--- src/rtl/serial_bus_responder.sv ---
// serial_bus_responder
//   Far end of the single-wire serial bus link. Decodes 13-bit frames
//   (0,1,F,D[7:0],0,0, MSB first) from serialin, collects data bytes into a
//   32-bit accumulator, and on a command frame executes one read or write on
//   the local register bus. It then shifts a three-frame reply (read data hi,
//   read data lo, status) back out on serialout.
//
// Ports
//   clk        system clock
//   rst_n      synchronous active-low reset
//   serialin   serial command stream from the initiator
//   serialout  serial reply stream to the initiator
//   wr         one-cycle bus write strobe
//   addr       bus address (holds until the next command executes)
//   wrdata     bus write data (holds until the next command executes)
//   rddata     bus read data, combinational function of addr
//   rdcount    completed reads
//   wrcount    completed writes
//   bytecount  frames received
//   errcount   unrecognised command bytes
module serial_bus_responder #(
  parameter logic [7:0] CMD_WRITE = 8'h01,
  parameter logic [7:0] CMD_READ  = 8'h00
) (
  input  logic        clk,
  input  logic        rst_n,
  input  logic        serialin,
  output logic        serialout,
  output logic        wr,
  output logic [15:0] addr,
  output logic [15:0] wrdata,
  input  logic [15:0] rddata,
  output logic [15:0] rdcount,
  output logic [15:0] wrcount,
  output logic [15:0] bytecount,
  output logic [15:0] errcount
);

  typedef enum logic [1:0] {IDLE, EXEC, CAPTURE, REPLY} state_t;

  state_t      state_q, state_d;
  logic        sin_q, sin_d;
  logic [11:0] sr_q, sr_d;
  logic [31:0] acc_q, acc_d;
  logic [7:0]  cmd_q, cmd_d;
  logic        pend_q, pend_d;
  logic [7:0]  pend_cmd_q, pend_cmd_d;
  logic [37:0] shift_q, shift_d;
  logic [5:0]  bitcnt_q, bitcnt_d;
  logic        serialout_q, serialout_d;
  logic        wr_q, wr_d;
  logic [15:0] addr_q, addr_d;
  logic [15:0] wrdata_q, wrdata_d;
  logic [15:0] rdcount_q, rdcount_d;
  logic [15:0] wrcount_q, wrcount_d;
  logic [15:0] bytecount_q, bytecount_d;
  logic [15:0] errcount_q, errcount_d;

  logic        frame_det, cmd_det, data_det;
  logic [7:0]  frame_byte;
  logic        exec_go;
  logic [7:0]  exec_cmd;
  logic [15:0] rd_lat;
  logic [7:0]  status;
  logic [38:0] reply;

  // Three reply frames: read data hi, read data lo, then the flagged status frame.
  function automatic logic [38:0] build_reply(input logic [15:0] rd, input logic [7:0] st);
    return {3'b010, rd[15:8], 2'b00, 3'b010, rd[7:0], 2'b00, 3'b011, st, 2'b00};
  endfunction

  always_comb begin
    state_d     = state_q;
    sin_d       = serialin;
    acc_d       = acc_q;
    cmd_d       = cmd_q;
    pend_d      = pend_q;
    pend_cmd_d  = pend_cmd_q;
    shift_d     = shift_q;
    bitcnt_d    = bitcnt_q;
    serialout_d = 1'b0;
    wr_d        = 1'b0;
    addr_d      = addr_q;
    wrdata_d    = wrdata_q;
    rdcount_d   = rdcount_q;
    wrcount_d   = wrcount_q;
    errcount_d  = errcount_q;
    exec_go     = 1'b0;
    exec_cmd    = 8'h00;
    rd_lat      = 16'h0000;
    status      = 8'h00;
    reply       = 39'd0;

    // Receive stage: the shifter holds 1,F,D[7:0],0,0 once a full frame is in.
    frame_det   = sr_q[11] & (sr_q[1:0] == 2'b00);
    frame_byte  = sr_q[9:2];
    cmd_det     = frame_det & sr_q[10];
    data_det    = frame_det & ~sr_q[10];
    sr_d        = frame_det ? 12'd0 : {sr_q[10:0], sin_q};
    bytecount_d = bytecount_q + 16'(frame_det);

    // Control stage
    unique case (state_q)
      IDLE: begin
        if (cmd_det) begin
          exec_go  = 1'b1;
          exec_cmd = frame_byte;
        end
      end
      EXEC: begin
        // A command landing here is parked and run straight after CAPTURE.
        if (cmd_det) begin
          pend_d     = 1'b1;
          pend_cmd_d = frame_byte;
        end
        state_d = CAPTURE;
      end
      CAPTURE: begin
        rd_lat = (cmd_q == CMD_READ) ? rddata : 16'h0000;
        status = {(cmd_q != CMD_WRITE) && (cmd_q != CMD_READ), 5'b00000,
                  cmd_q == CMD_WRITE, 1'b1};
        reply  = build_reply(rd_lat, status);
        if (cmd_det) begin
          exec_go  = 1'b1;
          exec_cmd = frame_byte;
        end else if (pend_q) begin
          exec_go  = 1'b1;
          exec_cmd = pend_cmd_q;
          pend_d   = 1'b0;
        end else begin
          // First bit goes straight to the line; the rest wait in the shifter.
          serialout_d = reply[38];
          shift_d     = reply[37:0];
          bitcnt_d    = 6'd0;
          state_d     = REPLY;
        end
      end
      REPLY: begin
        if (cmd_det) begin
          exec_go  = 1'b1;
          exec_cmd = frame_byte;
        end else if (bitcnt_q == 6'd38) begin
          state_d = IDLE;
        end else begin
          serialout_d = shift_q[37];
          shift_d     = {shift_q[36:0], 1'b0};
          bitcnt_d    = bitcnt_q + 6'd1;
        end
      end
      default: state_d = IDLE;
    endcase

    // Execute stage: bus fields are latched on entry so they are valid during EXEC.
    if (exec_go) begin
      state_d     = EXEC;
      serialout_d = 1'b0;
      cmd_d       = exec_cmd;
      addr_d      = acc_q[15:0];
      wrdata_d    = acc_q[31:16];
      acc_d       = 32'd0;
      if (exec_cmd == CMD_WRITE) begin
        wr_d      = 1'b1;
        wrcount_d = wrcount_q + 16'd1;
      end else if (exec_cmd == CMD_READ) begin
        rdcount_d = rdcount_q + 16'd1;
      end else begin
        errcount_d = errcount_q + 16'd1;
      end
    end

    if (data_det) begin
      acc_d = {acc_d[23:0], frame_byte};
    end
  end

  always_ff @(posedge clk) begin
    if (!rst_n) begin
      state_q     <= IDLE;
      sin_q       <= 1'b0;
      sr_q        <= 12'd0;
      acc_q       <= 32'd0;
      cmd_q       <= 8'h00;
      pend_q      <= 1'b0;
      pend_cmd_q  <= 8'h00;
      shift_q     <= 38'd0;
      bitcnt_q    <= 6'd0;
      serialout_q <= 1'b0;
      wr_q        <= 1'b0;
      addr_q      <= 16'h0000;
      wrdata_q    <= 16'h0000;
      rdcount_q   <= 16'h0000;
      wrcount_q   <= 16'h0000;
      bytecount_q <= 16'h0000;
      errcount_q  <= 16'h0000;
    end else begin
      state_q     <= state_d;
      sin_q       <= sin_d;
      sr_q        <= sr_d;
      acc_q       <= acc_d;
      cmd_q       <= cmd_d;
      pend_q      <= pend_d;
      pend_cmd_q  <= pend_cmd_d;
      shift_q     <= shift_d;
      bitcnt_q    <= bitcnt_d;
      serialout_q <= serialout_d;
      wr_q        <= wr_d;
      addr_q      <= addr_d;
      wrdata_q    <= wrdata_d;
      rdcount_q   <= rdcount_d;
      wrcount_q   <= wrcount_d;
      bytecount_q <= bytecount_d;
      errcount_q  <= errcount_d;
    end
  end

  assign serialout = serialout_q;
  assign wr        = wr_q;
  assign addr      = addr_q;
  assign wrdata    = wrdata_q;
  assign rdcount   = rdcount_q;
  assign wrcount   = wrcount_q;
  assign bytecount = bytecount_q;
  assign errcount  = errcount_q;

endmodule
--- config.mk ---
export PLATFORM = sky130hd
export DESIGN_NAME = serial_bus_responder
export DESIGN_NICKNAME = d
export VERILOG_FILES = /design/src/rtl/serial_bus_responder.sv
export SDC_FILE = /design/constraint.sdc
export NUM_CORES = 1
export LEC_CHECK = 0
export ABC_AREA = 1
export CAP_MARGIN = 40
export CELL_PAD_IN_SITES_DETAIL_PLACEMENT = 1
export CELL_PAD_IN_SITES_GLOBAL_PLACEMENT = 1
export CORE_ASPECT_RATIO = 0.75
export CORE_MARGIN = 2
export CORE_UTILIZATION = 45
export CTS_BUF_LIST = sky130_fd_sc_hd__clkbuf_2 sky130_fd_sc_hd__clkbuf_4 sky130_fd_sc_hd__clkbuf_8
export CTS_CLUSTER_SIZE = 16
export DETAILED_ROUTE_END_ITERATION = 16
export PLACE_DENSITY = 0.93
export SLEW_MARGIN = 10
export SYNTH_ARGS = -nofsm -noshare
export SYNTH_HDL_FRONTEND = slang
export SYNTH_SLANG_ARGS = --single-unit
--- constraint.sdc ---
create_clock -name clk -period 3.5 [get_ports clk]
set_clock_uncertainty 0.2 [all_clocks]
set_input_delay 0.7 -clock clk [delete_from_list [all_inputs] [get_ports clk]]
set_output_delay 0.7 -clock clk [all_outputs]
set_load 0.05 [all_outputs]
==> out/qor.csv <==
metric,value,unit
crit_slowest_cell,dfxtp_1,
synthDistinctLibCells,37,
yosysWarnings,0,
slew_headroom,43.3,%
postSynthAreaPerCell,7.46,sq um
wl_met2,11.8,mm
synth_async_sr_flop_share,0,%
synth_top_family_by_area,simple AND/OR/NAND/NOR gates,
sw_frac_of_total,27.4,%
r2r_end,errcount[1],
htreeDepth,2,
period_minus_slack,2960,ps
hpwl,17.2,mm
wl,24.9,mm
critical_path_arrival,3160,ps
io_buffers,116,
r2r_start,state_q[0],
p_switching,1480,uW
crit_path_cell_trace,"inv_1, ha_1, nor2_1, nor2_4, nand2_1, nand2_1, nand2_1, nand2_1, nor2_4, nand2_2, nand2_4, inv_1, nor2_1, nor2_1",
track_usage,24.5,%
wl_per_cell,16.0,microns
crit_required,3700,ps
gr-total-overflow,0,
cp-endpoint,errcount[1],
clk_pin_slew,60,ps
coreArea,19200,sq um
first_global_vias,8496,
drtPass1Iterations,5,
cts_buffers,34,
dieArea,20600,sq um
ff2ff_setup_slack,540,ps
ys_seq_area_share,46.6,%
ant_nets,0,
r2r_cells,14,
path_delay_family,simple AND/OR/NAND/NOR gates,
status,finished clean,
area_growth_syn_to_layout,22.3,%
synth_edf_count,0,
cts_tree,yes,
via_count,8287,
cp-start-kind,flop,
ctsLongestPathBuffers,3,
grt_setup_unrepaired,false,
antenna_cells,0,
grt_pass1_wl,41.7,mm
hold_ws,223,ps
leakagePower,0.00403,uW
max_slew.worst_pin.slew,848,ps
max_stage_delay,410,ps
p_comb_share,12.2,%
synthAdderAreaFrac,1.71,%
synthesis.nets,1207,
fp.dieW,165,microns
drive_gt1_share,6.92,%
root_buffer,clkbuf_8,
synthMuxAreaShare,0,%
netlist_area,8770,sq um
internal_power,3930,uW
final_nets,1315,
drv_cap,0,
vias_per_cell,5.33,
max_freq,338,MHz
power_density,505,nW/um^2
place_congestion,0.866,
synth-compound-area-share,13.1,%
die_h,125,microns
syn_inst,1176,
synthXorXnorAreaFrac,3.50,%
finalSetupTns,0,ps
cts_resized,0,
cts_hold_buf,0,
highest_layer,met4,
drt-met1-wl,11.7,mm
dr.first_iter.drc_count,488,
grt_antenna_before_repair,0,
crit_buf_inv,2,
drc,0,
synth_ff_type,dfxtp_1,
power_frac_seq,48.8,%
cp_num_cells,14,
utilization,55.8,%
startpoint,state_q[0],
route.met3.wl,936,microns
min_period_over_period,84.6,%
rows,44,
hold_class,reg -> reg,
cp_common_cell,nand2_1,
io_pins,117,
post_cts_buffers,0,
grt_start_max_net_pins,66,
crit_path_end_kind,flop,
setup_violations,0,
ir_drop,416,uV
yosys_register_bits,204,
clkSinkCount,204,
worstPathMaxFanout,25,
clockPowerShare,39.0,%
worstSetupPathType,reg -> reg,
drv_slew,0,
start_util,45.6,%
worst_skew_pair.late_latency,510,ps
finalHoldViolations,0,
synthSimpleGateAreaFrac,27.2,%
==> worst min path at each step <==
| stage | from | to | slack (ps) | depth (start not counted) |
|---|---|---|---|---|
| after floorplan | sin_q | sr_q[0] | 190 | 2 |
| after detailed placement | sin_q | sr_q[0] | 220 | 2 |
| final | sin_q | sr_q[0] | 220 | 2 |
| after CTS | sin_q | sr_q[0] | 230 | 2 |
| after global placement | sin_q | sr_q[0] | 200 | 2 |
| after global routing | sin_q | sr_q[0] | 250 | 2 |
==> final cells by class <==
type,instances,area [sq um]
Tap cell,253,317
Inverter,112,420
Fill cell,2420,8490
Multi-Input combinational cell,804,3990
Sequential cell,204,4080
Timing Repair Buffer,128,1250
Clock buffer,53,661
==> flip-flops by register name (all words and copies together) (netlist names) <==
register / count
pend_q: 1
cmd_q: 8
bitcnt_q: 6
bytecount: 16
wrdata: 16
acc_q: 32
shift_q: 36
addr: 16
wrcount: 16
state_q: 2
sr_q: 12
errcount: 16
sin_q: 1
pend_cmd_q: 8
serialout: 1
wr: 1
rdcount: 16
==> per-layer routing <==
layer	up-vias	GRT usage (%)
li1	4078	-
met1	3998	32.8
met2	165	40.7
met3	46	4.03
met4	0	7.16
met5	-	0
==> cells in the mapped netlist, drive strengths merged (3+ instances only) <==
cell type | count | area (sq um)
a21oi | 110 | 562
a31oi | 17 | 106
and3 | 3 | 18.8
buf | 24 | 154
clkbuf | 32 | 120
dfxtp | 204 | 4080
ha | 12 | 150
inv | 110 | 413
nand2 | 221 | 852
nand3 | 122 | 623
nand4 | 15 | 93.8
nor2 | 133 | 558
nor3 | 35 | 175
nor4 | 4 | 25.0
o21ai | 85 | 425
xnor2 | 9 | 78.8
xor2 | 26 | 228
==> power groups by stage <==
stage | combinational [uW] | clock, uW | sequential [uW]
after global routing | 769 | 2260 | 2660
after CTS | 667 | 2150 | 2640
after global placement | 624 | 0 | 2680
after detailed placement | 666 | 0 | 2690
final | 660 | 2110 | 2640
after floorplan | 521 | 0 | 2660
==> per-stage QoR <==
stage                     total power, uW  cell area, sq um  instances  setup WS (ps)
after floorplan                      3180              8770       1176           1150
after global placement               3300             10100       1500            753
after detailed placement             3360             10100       1501            560
after CTS                            5460             10700       1554            505
after global routing                 5690             10700       1554            180
final                                5420             10700       1554            539
==> layout by cell type (no fill, tap or decap), types with 2 or more instances in the layout <==
cell type	Yosys	final
a211oi_1	2	2
nor3b_1	2	2
nand4_1	15	15
o21ai_0	75	75
clkbuf_4	0	11
a31oi_1	17	17
clkbuf_8	0	42
inv_2	5	6
nand2_4	2	2
nand2_2	3	3
and3_1	3	3
nand2_1	216	216
nor2_1	125	124
xnor2_1	9	9
nor2_4	5	5
dfxtp_1	204	204
a21oi_1	109	109
nor4_1	4	4
nand3_1	121	121
ha_1	12	12
o21ai_1	10	10
inv_1	105	104
nand3b_1	2	2
a311oi_1	2	2
clkdlybuf4s50_1	0	115
buf_4	2	12
nor3_1	35	35
xor2_1	26	26
nor2_2	2	3
o21a_1	2	2
clkinv_1	2	2
==> worst min-delay path, stage by stage, from the launching register on <==
cell and delay [ps]:
dfxtp_1 290, inv_1 50, nor2_1 40
==> logic make-up (layout without fill, tap and decap cells) <==
logic type,after synthesis,after routing
xor+xnor,35,35
fa+ha+maj,12,12
compound gates,219,219
simple gates,538,538
flops,204,204
buf+inv,168,293
Note: power is estimated with default switching activity, not from simulation.
